$ cat src/rtl/tick_generator.sv
// Stopwatch timebase: programmable prescaler plus STAGES cascaded modulo-RATIO counters, all outputs single-cycle enables.
// Define TICK_GEN_SQUARE_EN to add the sq[] square-wave outputs for legacy divider compatibility.
module tick_generator #(
  parameter int CLK_HZ  = 100_000_000,
  parameter int BASE_HZ = 100,
  parameter int STAGES  = 3,
  parameter int RATIO   = 10,
  parameter int DIV_W   = $clog2(CLK_HZ / BASE_HZ + 1)
) (
  input  logic              clk,
  input  logic              rst_n,
  input  logic              run,
  input  logic              clear,
  input  logic              div_load,
  input  logic [DIV_W-1:0]  div_value,
  output logic [STAGES-1:0] tick
`ifdef TICK_GEN_SQUARE_EN
  ,
  output logic [STAGES-1:0] sq
`endif
);

  localparam int              BASE_DIV  = CLK_HZ / BASE_HZ;
  localparam int              CNT_W     = $clog2(RATIO);
  localparam logic [DIV_W-1:0] DIV_RESET = DIV_W'(BASE_DIV);
  localparam logic [CNT_W-1:0] CNT_LAST  = CNT_W'(RATIO - 1);

  logic [DIV_W-1:0]  pre_q, pre_d;
  logic [DIV_W-1:0]  div_q, div_d;
  logic [DIV_W-1:0]  shadow_q, shadow_d;
  logic              pend_q, pend_d;
  logic [DIV_W-1:0]  load_val;
  logic [DIV_W-1:0]  pre_last;
  logic [STAGES-1:0] wrap;
  logic [STAGES-1:0] tick_q;

  // A zero divisor would never wrap; treat it as divide-by-one.
  assign load_val = (div_value == '0) ? DIV_W'(1) : div_value;
  assign pre_last = div_q - DIV_W'(1);
  assign wrap[0]  = run & ~clear & (pre_q == pre_last);

  // NOTE: every signal driven here gets a default first, so no path leaves it unassigned and no latch is inferred.
  always_comb begin
    pre_d    = pre_q;
    div_d    = div_q;
    shadow_d = shadow_q;
    pend_d   = pend_q;

    if (clear) begin
      pre_d = '0;
    end else if (run) begin
      pre_d = (pre_q >= pre_last) ? '0 : pre_q + DIV_W'(1);
    end

    if (div_load) begin
      shadow_d = load_val;
    end

    // A load coinciding with the transfer point takes effect for the period that starts now.
    if (clear | wrap[0]) begin
      if (div_load) begin
        div_d  = load_val;
        pend_d = 1'b0;
      end else if (pend_q) begin
        div_d  = shadow_q;
        pend_d = 1'b0;
      end
    end else if (div_load) begin
      pend_d = 1'b1;
    end
  end

  // NOTE: state registers use non-blocking assignments so every flop samples pre-edge values regardless of statement order.
  always_ff @(posedge clk or negedge rst_n) begin
    if (!rst_n) begin
      pre_q    <= '0;
      div_q    <= DIV_RESET;
      shadow_q <= DIV_RESET;
      pend_q   <= 1'b0;
      tick_q   <= '0;
    end else begin
      pre_q    <= pre_d;
      div_q    <= div_d;
      shadow_q <= shadow_d;
      pend_q   <= pend_d;
      tick_q   <= wrap;
    end
  end

  for (genvar k = 1; k < STAGES; k++) begin : g_stage
    logic [CNT_W-1:0] cnt_q, cnt_d;

    always_comb begin
      cnt_d = cnt_q;
      if (clear) begin
        cnt_d = '0;
      end else if (wrap[k-1]) begin
        cnt_d = (cnt_q >= CNT_LAST) ? '0 : cnt_q + CNT_W'(1);
      end
    end

    assign wrap[k] = wrap[k-1] & (cnt_q == CNT_LAST);

    always_ff @(posedge clk or negedge rst_n) begin
      if (!rst_n) begin
        cnt_q <= '0;
      end else begin
        cnt_q <= cnt_d;
      end
    end
  end

  assign tick = tick_q;

`ifdef TICK_GEN_SQUARE_EN
  logic [STAGES-1:0] sq_q;

  // Toggling on the wrap edge lines each sq transition up with the rising edge of its tick.
  always_ff @(posedge clk or negedge rst_n) begin
    if (!rst_n) begin
      sq_q <= '0;
    end else if (clear) begin
      sq_q <= '0;
    end else begin
      sq_q <= sq_q ^ wrap;
    end
  end

  assign sq = sq_q;
`endif

endmodule

$ cat config.mk
export PLATFORM = sky130hd
export DESIGN_NAME = tick_generator
export DESIGN_NICKNAME = d
export VERILOG_FILES = /design/src/rtl/tick_generator.sv
export SDC_FILE = /design/constraint.sdc
export NUM_CORES = 1
export LEC_CHECK = 0
export BUFFER_PORTS_ARGS = -buffer_cell sky130_fd_sc_hd__buf_2
export CORE_MARGIN = 5
export CORE_UTILIZATION = 61
export DETAILED_ROUTE_END_ITERATION = 16
export GPL_ROUTABILITY_DRIVEN = 0
export PLACE_DENSITY_LB_ADDON = 0.15
export SKIP_CTS_REPAIR_TIMING = 1
export SYNTH_ARGS = -nofsm -noshare
export SYNTH_HDL_FRONTEND = slang
export SYNTH_SLANG_ARGS = --single-unit
$ cat constraint.sdc
create_clock -name clk -period 4.8 [get_ports clk]
set_clock_uncertainty 0.2 [all_clocks]
set_input_delay 0.48 -clock clk [delete_from_list [all_inputs] [get_ports clk]]
set_output_delay 0.48 -clock clk [all_outputs]
set_load 0.005 [all_outputs]
==> impl_metrics.toml <==
[global_routing]
grt_pass1_vias = 3198
grt_pass1_wl_um = 15400
grt_start_max_net_pins = 42
track_usage = 0.226
grt_overflow_total = 0
antenna_found_initial = 0

[power]
swShare = 0.292
p_int_mw = 1.02
p_total_mw = 1.45
pwr-share-comb = 0.160
powerDensity_mw_per_mm2 = 316
clkPwrFrac = 0.337
p_leak_nw = 1.99
pwr-share-seq = 0.503
peakVddDrop_mv = 0.210
p_sw_mw = 0.422

[drt]
firstDrtPassIters = 4
drc_errors = 0
vias = 3177
finalWirelength_um = 8750
first_iter_violations = 95
vias_per_cell = 6.07
antenna_left = 0
wl_per_cell_um = 16.7

[synthesis]
synthArstFlopShare = 1.00
synth_fp_nets = 462
ys_seq_elements = 72
synth_area_per_cell_sq_um = 10.2
yosysMostFrequentCell = "dfrtp_1"
syn_area_sq_mm = 0.00418
yosys_most_used_dff = "dfrtp_1"
synthTopCellsByCount = "58 x dfrtp_1, 41 x nand2_1, 37 x mux2_2, 33 x nand3_1, 28 x ha_1"
synth_cell_type_count = 48
ys_warn_count = 0
synth_edf_count = 0
synth_seq_area_share = 0.435
syn_inst = 409
synth_top_cell_area_share = 0.347
yosysTopAreaCell = "dfrtp_1"
synthTopCellsByArea = "dfrtp_1 35%, mux2_2 10%, dfstp_2 8.8%, ha_1 8.4%, nand3_1 4.0%"

[timing]
max_slew_margin = 0.137
drv_slew = 0
rsz0062_at_grt = "no"
hold_viol = 24
period_minus_slack_ns = 3.98
fin_tns_setup_ns = 0
worst_slew_pin_slew_ns = 1.29
period_share = 0.828
clock.fmax_mhz = 252
setup_viol = 0
hold_ws_ns = -0.0324

[worst_setup_path]
crit_type = "flip-flop to flip-flop"
crit_chain = "or4_4 > nor3_1 > nand3_1 > nor3_1 > xnor2_1 > ha_1 > nand4_2 > nor4_2 > a21oi_2 > nor2_2 > buf_4 > mux2_2"
critPathLaunchType = "flip-flop"
crit_slowest_cell = "or4_4"
arrival_ns = 4.00
crit_buf_inv = 1
cp_top_family = "simple AND/OR/NAND/NOR gates"
worst_ep_required_time_ns = 4.83
critPathMaxStageDelay_ns = 0.57
crit_top_cell = "nor3_1"
cp-end-kind = "flip-flop"
r2r_setup_slack_ns = 0.82
critPathMaxFanout = 22

[placed_design]
dp.cells = 507
io_buffers = 27
dp.final_hpwl_um = 6400

[floorplanning]
die_y_um = 92.8
io_pins = 28
dieArea_sq_mm = 0.00861
die_x_um = 92.8
start_util = 0.622
design.core.area_sq_mm = 0.00672
num_rows = 30

[cts]
clock_latency_ns = 0.35
cts_tree = "built"
cts_buffers = 9
clk_pin_slew_worst_paths_ns = 0.09
cts_num_sinks = 72
ctsLongestPathBuffers = 2
cts-root-buf = "clkbuf_8"
htreeDepth = 3

[cells_and_area]
nets = 491
drive_gt1_frac = 0.253
n_antenna_cell = 0
instances_no_fill = 523
area_growth_pct = 9.25

[min_path]
hp-class = "primary input to asynchronous set/reset pin"

[run]
maxCapViolCount = 0

[run_status]
status = "finished, violations left"
violations = "negative hold slack"
==> through the flow <==
stage / instance area (sq um) / hold slack, ns / worst slack, ns / utilization
CTS: 4570 / -0.00221 / 0.851 / 0.680
global route: 4570 / 0.0388 / 0.532 / 0.680
finish: 4570 / -0.0324 / 0.825 / 0.680
global placement: 4370 / 0.282 / 1.07 / 0.651
floorplan: 4180 / -0.0156 / 1.31 / -
detailed placement: 4370 / 0.285 / 0.878 / 0.651
==> power by group through the flow <==
stage	logic [mW]	clock network [mW]	registers (mW)
after global routing	0.262	0.524	0.736
after CTS	0.234	0.497	0.727
after detailed placement	0.232	0	0.739
after global placement	0.223	0	0.734
final	0.231	0.487	0.727
after floorplan	0.173	0	0.722
==> layer usage <==
metal / track usage / vias up / wire (um)
met5: 0 / - / 0
li1: - / 1554 / -
met1: 0.301 / 1567 / 4070
met4: 0.0769 / 0 / 128
met2: 0.377 / 44 / 4300
met3: 0.0357 / 12 / 248
==> cell families after synthesis <==
family,Yosys count,share of synthesized area
AO/OA/AOI/OAI,50,0.0748
XOR/XNOR,19,0.0398
adder cells (fa/ha/maj),28,0.0838
buffers and inverters,29,0.0320
flip-flops,72,0.435
multiplexers,37,0.0997
AND/OR/NAND/NOR,174,0.235
==> layout make-up <==
cell class	count	area [sq um]
Clock buffer	10	128
Clock inverter	6	67.6
Fill cell	533	2150
Inverter	16	60.1
Multi-Input combinational cell	308	2230
Sequential cell	72	1820
Tap cell	80	100
Timing Repair Buffer	31	165
==> final timing paths <==
kind | startpoint | to | cells after the start
min in group clk | div_value[13] | shadow_q[13] | 2
max in group asynchronous | rst_n | div_q[6] | 2
worst min-delay path | rst_n | shadow_q[13] | 1
worst max-delay path | div_q[5] | div_q[10] | 12
worst min register to register | shadow_q[7] | shadow_q[7] | 1
worst max register to register | div_q[5] | div_q[10] | 12
==> worst register-to-register path, delay by kind of cell (launching register included) <==
kind | cells | cell delay [ns]
compound gates | 1 | 0.14
xor+xnor | 1 | 0.11
fa+ha+maj | 1 | 0.32
buf+inv | 1 | 0.28
flops | 1 | 0.43
mux | 1 | 0.38
simple gates | 7 | 2.01
==> registers in the layout, summed over array words and instances (netlist names) <==
name and count:
div_q 20, shadow_q 20, g_stage.cnt_q 8, pend_q 1
tick 3, pre_q 20
==> placed cells by master, fill, tap and decap left out, types with 3 or more instances in the layout <==
cell type  Yosys  routed
nand4_1       15      15
o21ai_0       16      16
a21oi_1       10      10
dfstp_2       14      14
nor2_1        26      26
nand2_1       41      41
dfrtp_1       58      58
nand4b_1       7       7
mux2_2        37      37
clkbuf_8       0       9
and4_1         3       3
xor2_1         3       3
xnor2_1       16      16
buf_2          2      27
and3_1         7       7
a31oi_1        5       5
a211oi_1       3       3
o31ai_1        5       5
ha_1          28      28
buf_4          2       4
inv_1         15      15
nor3_1        12      12
nand3_1       33      33
and2_1         5       5
nor4_1         9       9
Power figures use the tool's default switching activity.
